$ cat src/rtl/pixel_array_pkg.sv
// Shared definitions for the pixel array readout block.
// Holds the frame FSM state encoding and small sizing helpers used by
// both the top level and the per-pixel channel.
package pixel_array_pkg;

    typedef enum logic [2:0] {
        IDLE    = 3'd0,
        ERASE   = 3'd1,
        EXPOSE  = 3'd2,
        CONVERT = 3'd3,
        READOUT = 3'd4
    } state_e;

    // Full-scale pixel level (all ones) for a given code width; this is
    // both the erase level and the final ramp value.
    function automatic int unsigned erase_level(input int unsigned data_w);
        if (data_w >= 32) begin
            return 32'hFFFF_FFFF;
        end
        return (32'd1 << data_w) - 32'd1;
    endfunction

    // Width of a channel index; never narrower than one bit so that a
    // single-channel build still has a legal index port.
    function automatic int unsigned ch_w(input int unsigned n_ch);
        return (n_ch > 1) ? unsigned'($clog2(n_ch)) : 32'd1;
    endfunction

endpackage

$ cat src/rtl/pixel_channel.sv
// One pixel channel: integrating pixel node, saturating discharge during
// exposure, and a single-slope comparator that latches the shared ramp
// value the first time it reaches the pixel level.
// Optional feature macro: PIXEL_ARRAY_OVF_EN (keeps a per-pixel flag that
// records the pixel discharging all the way to zero).
module pixel_channel
    import pixel_array_pkg::*;
#(
    parameter int DATA_W = 8
) (
    input  logic              clk,
    input  logic              reset,
    input  logic              erase,
    input  logic              expose,
    input  logic              convert,
    input  logic [DATA_W-1:0] light,
    input  logic [DATA_W-1:0] ramp,
    // Next-state code so the readout register can capture the value
    // latched on the very last conversion cycle without an extra stage.
    output logic [DATA_W-1:0] code_next
`ifdef PIXEL_ARRAY_OVF_EN
    ,
    output logic              ovf_next
`endif
);

    localparam logic [DATA_W-1:0] ERASE_LVL = DATA_W'(erase_level(DATA_W));

    logic [DATA_W-1:0] pix_q, pix_d;
    logic [DATA_W-1:0] code_q, code_d;
    logic              tripped_q, tripped_d;
`ifdef PIXEL_ARRAY_OVF_EN
    logic              ovf_q, ovf_d;
`endif

    // Pixel node update, comparator trip detection and code capture.
    always_comb begin
        pix_d     = pix_q;
        code_d    = code_q;
        tripped_d = tripped_q;
`ifdef PIXEL_ARRAY_OVF_EN
        ovf_d     = ovf_q;
`endif
        if (erase) begin
            pix_d     = ERASE_LVL;
            code_d    = '0;
            tripped_d = 1'b0;
`ifdef PIXEL_ARRAY_OVF_EN
            ovf_d     = 1'b0;
`endif
        end else if (expose) begin
            // Discharge clamps at zero instead of wrapping around.
            pix_d = (pix_q > light) ? (pix_q - light) : '0;
`ifdef PIXEL_ARRAY_OVF_EN
            if (pix_d == '0) begin
                ovf_d = 1'b1;
            end
`endif
        end else if (convert && !tripped_q && (ramp >= pix_q)) begin
            // Latch once; later ramp steps leave the code untouched.
            code_d    = ramp;
            tripped_d = 1'b1;
        end
    end

    // Channel state registers.
    always_ff @(posedge clk) begin
        if (reset) begin
            pix_q     <= '0;
            code_q    <= '0;
            tripped_q <= 1'b0;
`ifdef PIXEL_ARRAY_OVF_EN
            ovf_q     <= 1'b0;
`endif
        end else begin
            pix_q     <= pix_d;
            code_q    <= code_d;
            tripped_q <= tripped_d;
`ifdef PIXEL_ARRAY_OVF_EN
            ovf_q     <= ovf_d;
`endif
        end
    end

    assign code_next = code_d;
`ifdef PIXEL_ARRAY_OVF_EN
    assign ovf_next  = ovf_d;
`endif

endmodule

$ cat src/rtl/pixel_array_readout.sv
// Frame sequencer for an N_CH pixel array: erase, exposure, shared
// single-slope ramp conversion, then a valid/ready serial readout of one
// word per channel in channel order.
// Optional feature macro: PIXEL_ARRAY_OVF_EN (adds the rd_ovf port that
// flags channels which saturated to zero during exposure).
module pixel_array_readout
    import pixel_array_pkg::*;
#(
    parameter int N_CH   = 4,
    parameter int DATA_W = 8,
    parameter int EXP_W  = 16
) (
    input  logic                     clk,
    input  logic                     reset,
    input  logic                     start,
    input  logic [EXP_W-1:0]         exp_cycles,
    input  logic [N_CH*DATA_W-1:0]   light,
    output logic                     busy,
    output logic                     done,
    output logic                     rd_valid,
    input  logic                     rd_ready,
    output logic [DATA_W-1:0]        rd_data,
    output logic [ch_w(N_CH)-1:0]    rd_ch,
`ifdef PIXEL_ARRAY_OVF_EN
    output logic                     rd_ovf,
`endif
    output logic                     rd_last
);

    localparam int                CH_W     = ch_w(N_CH);
    localparam logic [DATA_W-1:0] RAMP_MAX = DATA_W'(erase_level(DATA_W));
    localparam logic [CH_W-1:0]   LAST_IDX = CH_W'(N_CH - 1);

    state_e             state_q, state_d;
    logic [EXP_W-1:0]   exp_len_q, exp_len_d;
    logic [EXP_W-1:0]   exp_cnt_q, exp_cnt_d;
    logic [DATA_W-1:0]  ramp_q, ramp_d;
    logic [CH_W-1:0]    idx_q, idx_d;
    logic               busy_q, busy_d;
    logic               done_q, done_d;
    logic               rd_valid_q, rd_valid_d;
    logic [DATA_W-1:0]  rd_data_q, rd_data_d;
    logic [CH_W-1:0]    rd_ch_q, rd_ch_d;
    logic               rd_last_q, rd_last_d;
`ifdef PIXEL_ARRAY_OVF_EN
    logic               rd_ovf_q, rd_ovf_d;
    logic               ovf_next [N_CH];
`endif

    logic [DATA_W-1:0]  code_next [N_CH];
    logic               ch_erase, ch_expose, ch_convert;

    assign ch_erase   = (state_q == ERASE);
    assign ch_expose  = (state_q == EXPOSE);
    assign ch_convert = (state_q == CONVERT);

    // One channel per pixel; all share the phase strobes and the ramp.
    for (genvar gi = 0; gi < N_CH; gi++) begin : g_ch
        pixel_channel #(
            .DATA_W (DATA_W)
        ) u_ch (
            .clk       (clk),
            .reset     (reset),
            .erase     (ch_erase),
            .expose    (ch_expose),
            .convert   (ch_convert),
            .light     (light[gi*DATA_W +: DATA_W]),
            .ramp      (ramp_q),
            .code_next (code_next[gi])
`ifdef PIXEL_ARRAY_OVF_EN
            ,
            .ovf_next  (ovf_next[gi])
`endif
        );
    end

    // Frame sequencing plus next values of the registered readout outputs.
    always_comb begin
        state_d   = state_q;
        exp_len_d = exp_len_q;
        exp_cnt_d = exp_cnt_q;
        ramp_d    = ramp_q;
        idx_d     = idx_q;
        done_d    = 1'b0;

        unique case (state_q)
            IDLE: begin
                if (start) begin
                    exp_len_d = exp_cycles;
                    state_d   = ERASE;
                end
            end
            ERASE: begin
                exp_cnt_d = '0;
                ramp_d    = '0;
                state_d   = (exp_len_q == '0) ? CONVERT : EXPOSE;
            end
            EXPOSE: begin
                exp_cnt_d = exp_cnt_q + EXP_W'(1);
                if (exp_cnt_d == exp_len_q) begin
                    state_d = CONVERT;
                end
            end
            CONVERT: begin
                // Full ramp sweep; the last step hands over to readout.
                ramp_d = ramp_q + DATA_W'(1);
                if (ramp_q == RAMP_MAX) begin
                    state_d = READOUT;
                    idx_d   = '0;
                end
            end
            READOUT: begin
                if (rd_valid_q && rd_ready) begin
                    if (idx_q == LAST_IDX) begin
                        state_d = IDLE;
                        done_d  = 1'b1;
                    end else begin
                        idx_d = idx_q + CH_W'(1);
                    end
                end
            end
            default: begin
                state_d = IDLE;
            end
        endcase

        // Outputs follow the next state so they are valid in the same
        // cycle the state is entered and hold while the index is held.
        busy_d     = (state_d != IDLE);
        rd_valid_d = (state_d == READOUT);
        rd_ch_d    = rd_valid_d ? idx_d : '0;
        rd_data_d  = rd_valid_d ? code_next[idx_d] : '0;
        rd_last_d  = rd_valid_d && (idx_d == LAST_IDX);
`ifdef PIXEL_ARRAY_OVF_EN
        rd_ovf_d   = rd_valid_d && ovf_next[idx_d];
`endif
    end

    // Sequencer state, counters and registered outputs.
    always_ff @(posedge clk) begin
        if (reset) begin
            state_q    <= IDLE;
            exp_len_q  <= '0;
            exp_cnt_q  <= '0;
            ramp_q     <= '0;
            idx_q      <= '0;
            busy_q     <= 1'b0;
            done_q     <= 1'b0;
            rd_valid_q <= 1'b0;
            rd_data_q  <= '0;
            rd_ch_q    <= '0;
            rd_last_q  <= 1'b0;
`ifdef PIXEL_ARRAY_OVF_EN
            rd_ovf_q   <= 1'b0;
`endif
        end else begin
            state_q    <= state_d;
            exp_len_q  <= exp_len_d;
            exp_cnt_q  <= exp_cnt_d;
            ramp_q     <= ramp_d;
            idx_q      <= idx_d;
            busy_q     <= busy_d;
            done_q     <= done_d;
            rd_valid_q <= rd_valid_d;
            rd_data_q  <= rd_data_d;
            rd_ch_q    <= rd_ch_d;
            rd_last_q  <= rd_last_d;
`ifdef PIXEL_ARRAY_OVF_EN
            rd_ovf_q   <= rd_ovf_d;
`endif
        end
    end

    assign busy     = busy_q;
    assign done     = done_q;
    assign rd_valid = rd_valid_q;
    assign rd_data  = rd_data_q;
    assign rd_ch    = rd_ch_q;
    assign rd_last  = rd_last_q;
`ifdef PIXEL_ARRAY_OVF_EN
    assign rd_ovf   = rd_ovf_q;
`endif

endmodule

$ cat config.mk
export PLATFORM = sky130hd
export DESIGN_NAME = pixel_array_readout
export DESIGN_NICKNAME = d
export VERILOG_FILES = /design/src/rtl/pixel_array_pkg.sv /design/src/rtl/pixel_channel.sv /design/src/rtl/pixel_array_readout.sv
export SDC_FILE = /design/constraint.sdc
export NUM_CORES = 1
export LEC_CHECK = 0
export ABC_AREA = 1
export CORE_MARGIN = 3
export CORE_UTILIZATION = 55
export CTS_BUF_LIST = sky130_fd_sc_hd__clkbuf_4 sky130_fd_sc_hd__clkbuf_8 sky130_fd_sc_hd__clkbuf_16
export CTS_CLUSTER_DIAMETER = 80
export DETAILED_ROUTE_END_ITERATION = 6
export PLACE_DENSITY = 0.79
export SLEW_MARGIN = 10
export SYNTH_ARGS = -nofsm -noshare
export SYNTH_HDL_FRONTEND = slang
export SYNTH_SLANG_ARGS = --single-unit
$ cat constraint.sdc
create_clock -name clk -period 2.8 [get_ports clk]
set_clock_uncertainty 0.2 [all_clocks]
set_input_delay 0.56 -clock clk [delete_from_list [all_inputs] [get_ports clk]]
set_output_delay 0.56 -clock clk [all_outputs]
set_load 0.03 [all_outputs]
== Word level (Yosys, flattened, before mapping) ==
Cells that the tools add are included.
W data, S select, Z words.

* Flip-flop bits (word level): 127
* Input bits: 52
* Output and inout bits: 14
* Logic and storage cells: 121

* Add/sub/neg operators: 7
* Magnitude comparators: 9
* Equality and inequality tests: 9
* Muxes and demuxes: 41
* Bitwise logic cells: 5
* Reduce and logical (&&, ||, !) cells: 27

{| class="wikitable"
|+ Operator list
! kind !! number
|-
| $mux W8 || 26
|-
| $ge A8 B8 Y1 || 4
|-
| $gt A8 B8 Y1 || 4
|-
| $pmux W16 S2 || 1
|-
| $sub A8 B8 Y8 || 4
|-
| $add A16 B1 Y16 const B || 1
|-
| $bmux W8 S2 || 1
|-
| $eq A16 B16 Y1 || 1
|-
| $logic_not A16 Y1 || 1
|-
| $pmux W8 S2 || 1
|-
| $mux W3 || 5
|-
| $pmux W3 S5 || 1
|-
| $logic_and A1 B1 Y1 || 10
|-
| $reduce_and A2 Y1 || 5
|-
| $add A8 B1 Y8 const B || 1
|-
| $eq A8 B8 Y1 const B || 1
|-
| $eq A3 B2 Y1 const B || 2
|-
| $eq A3 B3 Y1 const B || 2
|-
| $mux W2 || 3
|-
| $eq A2 B2 Y1 const B || 2
|-
| $logic_not A1 Y1 || 4
|-
| $not A1 Y1 || 4
|-
| $pmux W2 S2 || 1
|-
| $reduce_bool A2 Y1 || 2
|-
| other kinds (9) || 11
|}

== Logic depth before layout (Yosys ltp) ==
* Depth in word-level cells: 9
* Gate-level depth with buffers: 15

== Hierarchy ==
From an unflattened synthesis, not the netlist that was laid out.

* Cell total of the unflattened synthesis: 1327
* Area, all modules: 8709.6 um2

{| class="wikitable"
|+ By module, submodules not included
! module !! times used !! cells an instance !! area each (um2) !! sequential area each (um2)
|-
| pixel_channel at g_ch[0].u_ch ... || 3 || 207 || 1351.3 || 340.3
|-
| pixel_array_readout || 1 || 500 || 3298.2 || 1181.1
|-
| pixel_channel at g_ch[3].u_ch || 1 || 206 || 1357.6 || 340.3
|}

== Worst setup path after synthesis ==
OpenSTA, ideal clock, no wires.

* Path type: input-to-reg
* Start point: input port light[10]
* End point: register g_ch[1].u_ch.pix_q[5]
* Library setup time: 0.128 ns
* Arrival: 1.818 ns
* Required time: 2.472 ns
* Slack: 0.655 ns
* Cell stages on the path: 10
* Buffers on the path: 0
* Cells stage by stage: inv_1 > ha_1 > nand2_1 > o21ai_0 > a21oi_1 > o21ai_0 > xor2_1 > nor2_1 > nor2_1 > nor2_1

* Cells in the longest elaborated chain, start to end: 4

{| class="wikitable"
|+ Ends and longest elaborated chain
! item !! line !! text
|-
| start: declaration || pixel_array_readout.sv:17 || <nowiki>input logic [N_CH*DATA_W-1:0] light,</nowiki>
|-
| $sub A8 B8 Y8 or $gt A8 B8 Y1 (tied branches) || pixel_channel.sv:53 || <nowiki>pix_d = (pix_q > light) ? (pix_q - light) : '0;</nowiki>
|-
| $mux W8 (*) || pixel_channel.sv:53 ||
|-
| $mux W8 (*) || pixel_channel.sv:51 || <nowiki>end else if (expose) begin</nowiki>
|-
| $mux W8 (*) || pixel_channel.sv:44 || <nowiki>if (erase) begin</nowiki>
|-
| end signal: assignment || pixel_channel.sv:76 || <nowiki>pix_q <= pix_d;</nowiki>
|-
| end: declaration || pixel_channel.sv:29 || <nowiki>logic [DATA_W-1:0] pix_q, pix_d;</nowiki>
|}

Every way passes the cells marked *; elsewhere a longest branch is shown, timed or not. The select of a mux whose other input is x is not followed.
A chain may end at the register's enable or synchronous reset.

== Worst setup path after layout ==
* Start point: register ramp_q[1]
* End point: register rd_data_q[7], in the netlist rd_data[7]

* Cells in the longest elaborated chain, start to end: 8

{| class="wikitable"
|+ Ends and longest elaborated chain
! item !! line !! text
|-
| start: declaration || pixel_array_readout.sv:37 || <nowiki>logic [DATA_W-1:0] ramp_q, ramp_d;</nowiki>
|-
| start signal: assignment || pixel_array_readout.sv:160 || <nowiki>ramp_q <= ramp_d;</nowiki>
|-
| $ge A8 B8 Y1 || pixel_channel.sv:59 || <nowiki>end else if (convert && !tripped_q && (ramp >= pix_q)) begin</nowiki>
|-
| $logic_and A1 B1 Y1 || pixel_channel.sv:59 ||
|-
| $mux W8 || pixel_channel.sv:59 ||
|-
| $mux W8 || pixel_channel.sv:51 ||
|-
| $mux W8 || pixel_channel.sv:44 ||
|-
| $bmux W8 S2 || pixel_array_readout.sv:132 || <nowiki>rd_data_d = rd_valid_d ? code_next[idx_d] : '0;</nowiki>
|-
| $mux W8 (implied by the code) (2 in a row) || pixel_array_readout.sv:132 ||
|-
| end signal: assignment || pixel_array_readout.sv:165 || <nowiki>rd_data_q <= rd_data_d;</nowiki>
|-
| end: declaration || pixel_array_readout.sv:42 || <nowiki>logic [DATA_W-1:0] rd_data_q, rd_data_d;</nowiki>
|}

Several ways; a longest one is shown, not always the timed one. The select of a mux whose other input is x is not followed.

==> metrics.md <==
| Metric | Value |
|---|---|
| Status | `complete, no violations` |
| Cell variety after synth | `42` |
| Die width | `127.8 um` |
| Final ANT Viol Nets | `0` |
| Slew Limit Fails | `0` |
| Io pins | `66` |
| Post-CTS Setup Repair Bufs | `0` |
| Total CTS buffers | `17` |
| Initial Util | `57.42%` |
| Row cnt | `43` |
| Most frequent cells in the layout | `nand2_1, inv_1, a21oi_1` |
| Synth Cell Area | `8155 um^2` |
| Max clock buf depth | `2` |
| DR pass1 iterations | `6` |
| PwrDens | `566.1 nW/um^2` |
| Total number of vias | `7888` |
| Cts repair resizes | `0` |
| Most common cell after layout, fill and taps aside | `nand2_1` |
| Final net count | `1393` |
| Highest clock rate | `391.4 MHz` |
| Final WL | `19670 um` |
| RSZ-0062 raised after global routing | `false` |
| Final min period | `2.555 ns` |
| Tcrit/Tclk final | `91.24%` |
| Total GRT Usage | `25.30%` |
| Starting DRT DRC Count | `674` |
| Max_cap viols | `0` |
| Fraction of layout cells with a size suffix above 1 | `7.555%` |
| Ant. Diodes | `0` |
| Layout Area Growth over Synthesis | `18.32%` |
| Post-synth top area share | `31.18%` |
| Drc violations | `0` |
| Die height | `127.8 um` |
| CTS tree | `yes` |
| Mean post-synth cell area | `6.796 um^2` |
| Dominant synthesized flop cell | `dfxtp_1` |
| Yosys warns | `0` |
| Rel. slew slack | `70.80%` |
| Crit path max fanout | `19` |
| Core Area | `14200 um^2` |
| Number of flops mapped to enable cells by yosys | `0` |
| Grt total ovfl | `0` |
| Synthesis-stage register bit count | `127` |
| Cells after synthesis | `1200` |
| Vias in the first global route | `7352` |
| Clock Sinks | `127` |
| CP startpoint kind | `flip-flop` |
| Post-DP HPWL | `14460 um` |
| CP endpoint kind | `flip-flop` |
| HP Class | `flip-flop to flip-flop` |
| Die ar. | `16330 um^2` |
| Post-synth top area cell | `dfxtp_1` |
| First-pass GRT wire length | `34000 um` |
| Setup CP Type | `flip-flop to flip-flop` |
| Initial antenna violation count | `0` |
| Post-synthesis sequential area ratio | `31.18%` |
| WL/cell | `13.44 um` |
| CP required | `2.94 ns` |
| Clock transition at the registers of the reported paths | `0.06 ns` |
| Largest cells by area after synthesis | `dfxtp_1, ha_1, nand2_1, a21oi_1, nand3_1` |
| Setup TNS | `0 ns` |
| Hold Violations, Final | `0` |
| Worst hold slack | `0.2828 ns` |
| Clock Latency Late Sink | `0.42 ns` |
| Port Buffers | `65` |
| Setup-failing EPs final | `0` |
| Largest net degree at the start of global routing | `39` |
| Via-to-Cell Ratio | `5.388` |
| Worst slew pin tran | `0.4381 ns` |
| Worst EP arrival | `2.70 ns` |
| Routability cong. | `0.8962` |
| Mapped Nets | `1322` |
| Leakage power | `4.241 nW` |
| Async set-reset flop share out of synthesis | `0%` |
| H-Tree Depth | `4` |
| Hold-fix buffers, CTS | `0` |
| CTS root buffer | `clkbuf_16` |
| Maximum vdd drop | `0.4810 mV` |
## flip-flops by register name (all words and copies together), names as in the netlist, 3 cells and up
signal and flops:
exp_cnt_q 16, exp_len_q 16, g_ch.u_ch.code_q 32, g_ch.u_ch.pix_q 32, g_ch.u_ch.tripped_q 4, ramp_q 8
rd_data 8, state_q 3
## cell usage after synthesis, types with 3 or more instances
cell type / count
o211ai_1: 5
ha_1: 66
nand2_2: 8
o21ai_1: 3
o21a_1: 6
nor2_4: 6
nand4_1: 34
nor2_1: 127
buf_2: 12
nand3_1: 134
inv_1: 177
nor3_1: 12
a221oi_1: 3
a211oi_1: 4
o21bai_1: 4
o21ai_0: 41
xnor2_1: 9
inv_2: 5
fa_1: 4
clkbuf_1: 18
buf_1: 3
a21oi_1: 136
nand2_1: 216
o21ai_2: 9
dfxtp_1: 127
xor2_1: 8
## cell families after synthesis
family                   count (synthesis)  synth area share, %
AO/OA/AOI/OAI                          218                15.04
XOR/XNOR                                18                2.117
adder cells (fa/ha/maj)                 70                11.11
buffers and inverters                  222                10.74
flip-flops                             127                31.18
AND/OR/NAND/NOR                        545                29.83
## metal layers
| layer | vias to the layer above | GRT usage (%) | part of all wire [%] |
|---|---|---|---|
| li1 | 4102 | - | - |
| met1 | 3531 | 33.54 | 45 |
| met2 | 224 | 41.74 | 48 |
| met3 | 31 | 5.375 | 5.5 |
| met4 | 0 | 7.116 | 1.6 |
| met5 | - | 0 | 0 |
## final timing paths
kind	slack, ns	endpoint	start	depth (start not counted)
max	0.25	rd_data[7]$_SDFF_PP0_	ramp_q[1]$_SDFFE_PP0P_	12
min	0.28	g_ch[3].u_ch.tripped_q$_SDFFE_PP0P_	g_ch[3].u_ch.tripped_q$_SDFFE_PP0P_	2
max reg2reg	0.25	rd_data[7]$_SDFF_PP0_	ramp_q[1]$_SDFFE_PP0P_	12
min reg2reg	0.28	g_ch[3].u_ch.tripped_q$_SDFFE_PP0P_	g_ch[3].u_ch.tripped_q$_SDFFE_PP0P_	2
## worst max-delay path: stages, from the launching register on
cell     delay [ns]
dfxtp_1        0.51
ha_1           0.26
nand3_1        0.13
nor2_1         0.16
nand3_1        0.14
nor2_2         0.15
nand2_2        0.10
o21ai_2        0.08
buf_4          0.27
nand4_1        0.16
nand3_1        0.11
nand2_1        0.05
nor2_1         0.14
## power breakdown
group	internal [mW]	switching, mW
logic	0.465	0.716
registers	1.91	0.0762
clock network	1.46	0.838
total	3.83	1.63
## metrics by stage
stage / power [mW] / utilization, % / setup slack (ns) / instances / instance area, um^2
floorplan: 2.844 / - / 0.6545 / 1200 / 8155
global placement: 3.170 / 63.57 / 0.09533 / 1432 / 9030
detailed placement: 3.189 / 63.57 / 0.06281 / 1432 / 9030
CTS: 5.482 / 67.94 / 0.2813 / 1464 / 9649
global route: 5.745 / 67.94 / 0.06600 / 1464 / 9649
finish: 5.463 / 67.94 / 0.2452 / 1464 / 9649
## layout make-up
class	instances	area, um^2
inverters	185	699.4
flip-flops and latches	127	2542
clock inverters	12	158.9
well taps	180	225.2
repair buffers	89	825.8
clock buffers	20	460.4
fillers	1281	4554
multi-input cells	851	4737
Power figures use the tool's default switching activity.
